$ cat config.mk
export PLATFORM = sky130hd
export DESIGN_NAME = fetch_stage
export DESIGN_NICKNAME = d
export VERILOG_FILES = /design/src/rtl/core_pkg.sv /design/src/rtl/fetch_fifo.sv /design/src/rtl/fetch_stage.sv
export SDC_FILE = /design/constraint.sdc
export NUM_CORES = 1
export LEC_CHECK = 0
export ABC_AREA = 0
export BUFFER_PORTS_ARGS = -buffer_cell sky130_fd_sc_hd__buf_2
export CORE_MARGIN = 2
export CORE_UTILIZATION = 54
export DETAILED_ROUTE_END_ITERATION = 16
export GPL_ROUTABILITY_DRIVEN = 0
export PLACE_DENSITY = 0.85
export SLEW_MARGIN = 5
export SYNTH_ARGS = -nofsm -noshare
export SYNTH_HDL_FRONTEND = slang
export SYNTH_SLANG_ARGS = --single-unit
export TNS_END_PERCENT = 20
$ cat constraint.sdc
create_clock -name clk -period 3.9 [get_ports clk]
set_clock_uncertainty 0.2 [all_clocks]
set_input_delay 0.78 -clock clk [delete_from_list [all_inputs] [get_ports clk]]
set_output_delay 0.78 -clock clk [all_outputs]
set_load 0.01 [all_outputs]
$ cat src/rtl/core_pkg.sv
// rtl/core_pkg.sv - shared types for the 8-bit pipelined core
// Purpose: default instruction/PC widths and the fetch buffer entry type.
// Ports: none (package).
package core_pkg;

  localparam int IW = 14;
  localparam int AW = 5;

  typedef logic [IW-1:0] inst_t;
  typedef logic [AW-1:0] pc_t;

  typedef struct packed {
    inst_t inst;
    pc_t   pc;
  } fetch_entry_t;

endpackage

$ cat src/rtl/fetch_fifo.sv
// rtl/fetch_fifo.sv - synchronous FIFO buffering fetched instructions
// Purpose: DEPTH-entry FIFO with synchronous flush; flush beats push/pop.
// Ports:
//   clk, rst      - clock, synchronous active-high reset (also clears storage)
//   flush         - empty the FIFO on this edge
//   push, din     - write din behind the current tail
//   pop           - advance the head
//   dout          - head entry
//   count         - number of valid entries
module fetch_fifo
  import core_pkg::*;
#(
  parameter type entry_t = fetch_entry_t,
  parameter int  DEPTH   = 2,
  localparam int PW      = $clog2(DEPTH),
  localparam int CW      = $clog2(DEPTH + 1)
) (
  input  logic          clk,
  input  logic          rst,
  input  logic          flush,
  input  logic          push,
  input  entry_t        din,
  input  logic          pop,
  output entry_t        dout,
  output logic [CW-1:0] count
);

  entry_t        mem [DEPTH];
  logic [PW-1:0] wr_ptr;
  logic [PW-1:0] rd_ptr;

  assign dout = mem[rd_ptr];

  always_ff @(posedge clk) begin
    if (rst) begin
      wr_ptr <= '0;
      rd_ptr <= '0;
      count  <= '0;
      for (int i = 0; i < DEPTH; i++) begin
        mem[i] <= '0;
      end
    end else if (flush) begin
      wr_ptr <= '0;
      rd_ptr <= '0;
      count  <= '0;
    end else begin
      if (push) begin
        mem[wr_ptr] <= din;
        wr_ptr      <= wr_ptr + PW'(1);
      end
      if (pop) begin
        rd_ptr <= rd_ptr + PW'(1);
      end
      // Pointers wrap naturally because DEPTH is a power of two.
      count <= count + CW'(push) - CW'(pop);
    end
  end

  // Upstream request gating must never let a response land in a full buffer.
  always_ff @(posedge clk) begin
    if (!rst && !flush) begin
      assert (!(push && count == CW'(DEPTH)));
    end
  end

endmodule

$ cat src/rtl/fetch_stage.sv
// rtl/fetch_stage.sv - instruction-fetch front end with PC, memory request and buffer
// Purpose: owns the PC, issues reads to a one-cycle-latency instruction memory,
//          buffers responses and hands them to decode; supports redirects.
// Ports:
//   clk, rst                   - clock, synchronous active-high reset
//   imem_en, imem_addr         - read request to instruction memory
//   imem_data                  - data for the request issued last cycle
//   redirect_valid, redirect_pc- restart fetch at redirect_pc, dropping old work
//   inst_valid, inst, inst_pc  - FIFO head presented to decode
//   inst_ready                 - decode accepts the head this cycle
module fetch_stage
  import core_pkg::*;
#(
  parameter int IW    = core_pkg::IW,
  parameter int AW    = core_pkg::AW,
  parameter int DEPTH = 2
) (
  input  logic          clk,
  input  logic          rst,
  output logic          imem_en,
  output logic [AW-1:0] imem_addr,
  input  logic [IW-1:0] imem_data,
  input  logic          redirect_valid,
  input  logic [AW-1:0] redirect_pc,
  output logic          inst_valid,
  output logic [IW-1:0] inst,
  output logic [AW-1:0] inst_pc,
  input  logic          inst_ready
);

  localparam int CW = $clog2(DEPTH + 1);

  typedef struct packed {
    logic [IW-1:0] inst;
    logic [AW-1:0] pc;
  } entry_t;

  logic [AW-1:0] fetch_pc;
  logic [AW-1:0] resp_pc;
  logic          resp_pending;
  logic [CW-1:0] count;
  logic [CW:0]   occupancy;
  logic          pop;
  logic          push;
  entry_t        wr_entry;
  entry_t        head;

  assign inst_valid = (count != '0);
  assign pop        = inst_valid & inst_ready;
  // A redirect flushes the buffer, so the response arriving now is stale.
  assign push       = resp_pending & ~redirect_valid;

  // Slots that will be committed after this cycle; a new request is only safe
  // if its response is guaranteed a free slot next cycle.
  assign occupancy = {1'b0, count} + (CW+1)'(resp_pending) - (CW+1)'(pop);
  assign imem_en   = ~rst & (redirect_valid | (occupancy < (CW+1)'(DEPTH)));
  assign imem_addr = rst ? '0 : (redirect_valid ? redirect_pc : fetch_pc);

  always_ff @(posedge clk) begin
    if (rst) begin
      fetch_pc     <= '0;
      resp_pending <= 1'b0;
      resp_pc      <= '0;
    end else begin
      resp_pending <= imem_en;
      resp_pc      <= imem_addr;
      if (imem_en) begin
        fetch_pc <= imem_addr + AW'(1);
      end
    end
  end

  assign wr_entry.inst = imem_data;
  assign wr_entry.pc   = resp_pc;

  fetch_fifo #(
    .entry_t (entry_t),
    .DEPTH   (DEPTH)
  ) u_fifo (
    .clk   (clk),
    .rst   (rst),
    .flush (redirect_valid),
    .push  (push),
    .din   (wr_entry),
    .pop   (pop),
    .dout  (head),
    .count (count)
  );

  assign inst    = head.inst;
  assign inst_pc = head.pc;

endmodule

==> Word level (Yosys, flattened, before mapping) <==
Memory sizes are Yosys's and may differ from the RTL's. A register that Yosys moved wholly into a read port is not among the register bits.
Cells that the tools add are included.
{ "word_totals": {"register_bits": 15, "ram_bits": 38, "in_bits": 23, "memories": 1} }
{ "mem_list": {"columns": ["name", "words", "width", "read_ports", "rd_ports_with_merged_regs", "wr", "line_no", "rtl"], "rows": [
  ["u_fifo.mem", 2, 19, 1, 1, 2, "fetch_fifo.sv:28", "entry_t mem [DEPTH];"]
]} }
{ "classes": {"add_sub_neg": 7, "magnitude_cmp": 1, "mux": 13, "bitwise": 6, "reduce_logical": 3} }
{ "op_table": {"columns": ["operator", "count"], "rows": [
  ["two-way mux 19 bit", 1],
  ["OR reduction 19 bit", 1],
  ["two-way mux 1 bit", 10],
  ["two-way mux 5 bit", 2],
  ["adder 5 x 1 -> 5 bit (second input constant)", 1],
  ["adder 2 x 1 -> 3 bit", 1],
  ["bitwise AND 1 bit", 3],
  ["< comparator 3 x 2 -> 1 bit (second input constant)", 1],
  ["subtractor 3 x 1 -> 3 bit", 1],
  ["adder 1 bit (second input constant)", 2],
  ["adder 2 x 1 -> 2 bit", 1],
  ["NOT 1 bit", 2],
  ["nonzero test 2 bit", 1],
  ["OR reduction 2 bit", 1],
  ["subtractor 2 x 1 -> 2 bit", 1],
  ["OR 1 bit", 1]
]} }

==> Logic depth before layout (Yosys ltp) <==
{ "depth": {"word_depth": 8, "ltp_mapped": 9} }

==> Modules after synthesis <==
Synthesis repeated with hierarchy kept, for this count alone.
{ "unflattened": {"hier_cells": 192, "area_unflattened_um2": 2523.7} }
{ "by_module_without_submodules": {"columns": ["mod", "n_inst", "cells_per_inst", "area_each_um2", "seq_area_each_um2"], "rows": [
  ["fetch_fifo", 1, 128, 1898.1, 1241.2],
  ["fetch_stage", 1, 64, 625.6, 220.2]
]} }

==> Worst setup path after synthesis <==
No wires, ideal clock.
{ "synth_path": {"path_kind": "input to output", "start": "input inst_ready", "end": "output imem_en", "arrival_time_ns": 2.263, "t_required_ns": 2.920, "setup_slack_ns": 0.657, "cell_stages": 6, "path_buffers": 0, "path_cell_list": "and2_1 -> ha_1 -> nor2b_1 -> fa_1 -> o21bai_4 -> and2_1"} }
{ "synth_via": {"elab_chain_len": 5} }
{ "synth_rtl": {"columns": ["item", "line_no", "rtl"], "rows": [
  ["start: declaration", "fetch_stage.sv:28", "input logic inst_ready"],
  ["bitwise AND 1 bit", "fetch_stage.sv:49", "assign pop = inst_valid & inst_ready;"],
  ["subtractor 3 x 1 -> 3 bit", "fetch_stage.sv:55", "assign occupancy = {1'b0, count} + (CW+1)'(resp_pending) - (CW+1)'(pop);"],
  ["< comparator 3 x 2 -> 1 bit", "fetch_stage.sv:56", "assign imem_en = ~rst & (redirect_valid | (occupancy < (CW+1)'(DEPTH)));"],
  ["OR 1 bit", "fetch_stage.sv:56", null],
  ["bitwise AND 1 bit", "fetch_stage.sv:56", null],
  ["end: declaration", "fetch_stage.sv:20", "output logic imem_en,"]
]} }
Every way passes these cells.

==> Worst setup path after layout <==
{ "layout_path": {"start": "register u_fifo.count[1]", "end": "output imem_en"} }
{ "layout_via": {"elab_chain_len": 6} }
{ "layout_rtl": {"columns": ["item", "line_no", "rtl"], "rows": [
  ["start: declaration", "fetch_fifo.sv:25", "output logic [CW-1:0] count"],
  ["start signal: assignment", "fetch_fifo.sv:55", "count <= count + CW'(push) - CW'(pop);"],
  ["nonzero test 2 bit", "fetch_stage.sv:48", "assign inst_valid = (count != '0);"],
  ["bitwise AND 1 bit", "fetch_stage.sv:49", null],
  ["via pop", "fetch_stage.sv:43", "logic pop;"],
  ["subtractor 3 x 1 -> 3 bit", "fetch_stage.sv:55", null],
  ["< comparator 3 x 2 -> 1 bit", "fetch_stage.sv:56", null],
  ["OR 1 bit", "fetch_stage.sv:56", null],
  ["bitwise AND 1 bit", "fetch_stage.sv:56", null]
]} }
The timed path passes the listed nets, and every way through them passes these cells.

==> impl_results.md <==
- # setup viols final: 0
- Overall die width: 71.9 um
- Reg2reg start: u_fifo.count[1]
- CP Data Arrival Time: 2.58 ns
- Fraction of registers with async set/reset: 0%
- Final worst path period need: 3.56 ns
- Diode count: 0
- Slowest stage delay, CP: 0.49 ns
- Antenna-violating nets left: 0
- GRT Total Usage: 16.5%
- Num Clock Sinks: 54
- Total Wirelength: 3910 um
- Worst setup SP type: register
- Core box area: 4380 um2
- Synth Warn #: 0
- Largest net degree at the start of global routing: 23
- Top post-synthesis cells by count: 41 x and2_1, 38 x edfxtp_1, 16 x dfxtp_1
- Placement Rows: 24
- Max IR drop VDD: 0.244 mV
- DP HPWL: 2700 um
- RR Endpoint: fetch_pc[1]
- Reg-to-reg setup timing slack: 1.35 ns
- HP Start: fetch_pc[3]
- Syn Inst Count: 186
- Ports: 49
- CTS tree: built
- DR vias: 1469
- Most common cell in the synthesized netlist: and2_1
- Area Overhead vs Synth: 14.8%
- Fillers: 332
- Initial antenna violation count: 0
- Worst skew pair latency: 0.30 ns
- Register area share after synthesis: 58.7%
- H-Tree Depth: 2
- Pwr/cell area: 419 nW/um2
- Clock buffer count from CTS: 5
- Synth Register Bits: 54
- Top post-synthesis cells by area: edfxtp_1 46%, dfxtp_1 13%, and2_1 10%, mux2_2 5.0%, mux2_1 3.6%
- F_max: 0.281 GHz
- Hold path depth: 2
- Die area: 5170 um2
- Min-delay worst type: reg -> reg
- Crit. End Element: output pin
- Syn nets: 214
- Leakage: 0.00123 uW
- Critical-path top delay cell: fa_1
- Sw Share: 22.4%
- Syn avg cell area: 13.4 um2
- Clock network fraction of total power: 31.9%
- RSZ-0062 raised after global routing: false
- Fin. Hold Viols: 0
- Max transition margin: 43.3%
- Register share of total power: 55.8%
- Area leader, netlist: edfxtp_1
- EDFF count, synth: 38
- PnR worst setup slack: 0.342 ns
- Top cell type's share of synthesized area: 45.9%
- Crit path cell chain: or2_1 -> and2_1 -> ha_1 -> nor2b_1 -> fa_1 -> o21bai_4 -> and2_1 -> buf_2
- Worst reg2reg path depth: 8
- Crit path kind: reg -> out
- Vias in the first global route: 1450
- First-pass GRT wire length: 6470 um
- 1st-iter DRT viols: 84
- Internal power: 928 uW
- Die height: 71.9 um
- Outcome: complete, no violations
- Hold Path End: fetch_pc[3]
- Longest Clk Path Bufs: 2
- Ratio of cells with drive above 1 in the final layout: 33.8%
- Required time of the critical path: 2.92 ns
- WL/cell: 13.7 um
- Predominant post-synthesis flop cell: edfxtp_1
- Initial Util: 56.8%
- Cell mode on critical path: and2_1
- Synth Cell Area: 2490 um2
- WHS: 0.286 ns
- Slew @ Worst Pin: 0.849 ns
- # Max-Cap Violations: 0
- Clock Tree Root: clkbuf_8
- Area of all placed cells without fillers: 2860 um2
- Netlist cell types: 35
- Clk slew on worst S/H paths: 0.09 ns
- # DRC: 0
- Total grt overflow: 0
- Final cycle utilization of the critical path: 91.2%
- Post-CTS Setup Repair Bufs: 0
- Hold Buf Count CTS: 0
- Psw: 268 uW
- DP Worst Slack: 0.357 ns
- Dpl cell area: 2740 um2
- Final max-slew violation count: 0
- CP max FO: 8
- Comb pwr share: 12.3%
- Port Buf Inserts: 48
- Final setup TNS: 0 ns
- Nets@finish: 261
- Initial DRT Pass Iterations: 4
- Post-CTS Resized: 0
- Vias/cell: 5.14
==> worst max path at each step <==
stage / depth (start not counted) / endpoint / start
3_5_place_dp: 8 / imem_en / inst_ready
5_1_grt: 8 / imem_en / u_fifo.count[1]
4_1_cts: 8 / imem_en / u_fifo.count[1]
6_report: 8 / imem_en / u_fifo.count[1]
3_3_place_gp: 8 / imem_en / inst_ready
2_1_floorplan: 6 / imem_en / inst_ready
==> sequential cells by signal, indices dropped and copies added, names as in the netlist, named ones only <==
name and cells:
fetch_pc 5, u_fifo.count 2, u_fifo.rd_ptr 1, u_fifo.wr_ptr 1
resp_pending 1, resp_pc 5, u_fifo.mem 38
==> worst max-delay path: cells and delay by family (launching register included) <==
kind	cells	cell delay [ns]
buffers and inverters	1	0.13
AO/OA/AOI/OAI	1	0.27
AND/OR/NAND/NOR	4	0.74
flip-flops	1	0.35
adder cells (fa/ha/maj)	2	0.78
==> final cells by class <==
| class | instances | area [um2] | share of cell area [%] |
|---|---|---|---|
| Clock buffer | 7 | 86.3 | 3.02 |
| Clock inverter | 1 | 30.0 | 1.05 |
| Inverter | 6 | 22.5 | 0.788 |
| Multi-Input combinational cell | 117 | 945 | 33.1 |
| Sequential cell | 54 | 1460 | 51.1 |
| Tap cell | 52 | 65.1 | 2.28 |
| Timing Repair Buffer | 49 | 248 | 8.67 |
==> cell usage in the layout, fill, tap and decap left out, types with 2 or more instances in the layout <==
cell type / Yosys / layout
xnor2_1: 5 / 5
and2_1: 41 / 41
buf_2: 6 / 48
or2_1: 2 / 2
nor2_1: 12 / 12
inv_1: 5 / 5
mux2_1: 8 / 8
mux2i_1: 5 / 5
nand3_1: 3 / 3
xor2_1: 2 / 2
nor3_1: 4 / 4
dfxtp_1: 16 / 16
a211oi_2: 2 / 2
ha_1: 4 / 4
edfxtp_1: 38 / 38
mux2_2: 11 / 11
clkbuf_8: 0 / 6
nand2_1: 2 / 2
==> power groups by stage <==
stage	Sequential [uW]	Combinational (uW)	Clock, uW
floorplan	676	103	0
global placement	679	146	0
detailed placement	682	150	0
CTS	669	150	388
global route	672	163	414
finish	668	147	381
==> metal layers <==
metal | share of wire (%) | global-route usage (%)
met3 | 5.5 | 4.50
met5 | 0 | 0
met2 | 49 | 29.3
met1 | 44 | 19.2
met4 | 1.4 | 5.66
==> through the flow <==
step	total power (uW)	instances	utilization, %
2_1_floorplan	778	186	-
3_3_place_gp	825	278	62.5
3_5_place_dp	831	278	62.5
4_1_cts	1210	286	65.2
5_1_grt	1250	286	65.2
6_report	1200	286	65.2
==> kinds of logic after synthesis <==
family	share of synthesized area (%)
and+or+nand+nor	17.7
muxes	11.2
buffers and inverters	3.47
xor gates and xnor gates	3.12
DFF	58.7
adders and majority gates	2.82
AOI/OAI and AO/OA	3.02
(Power assumes the default switching activity.)
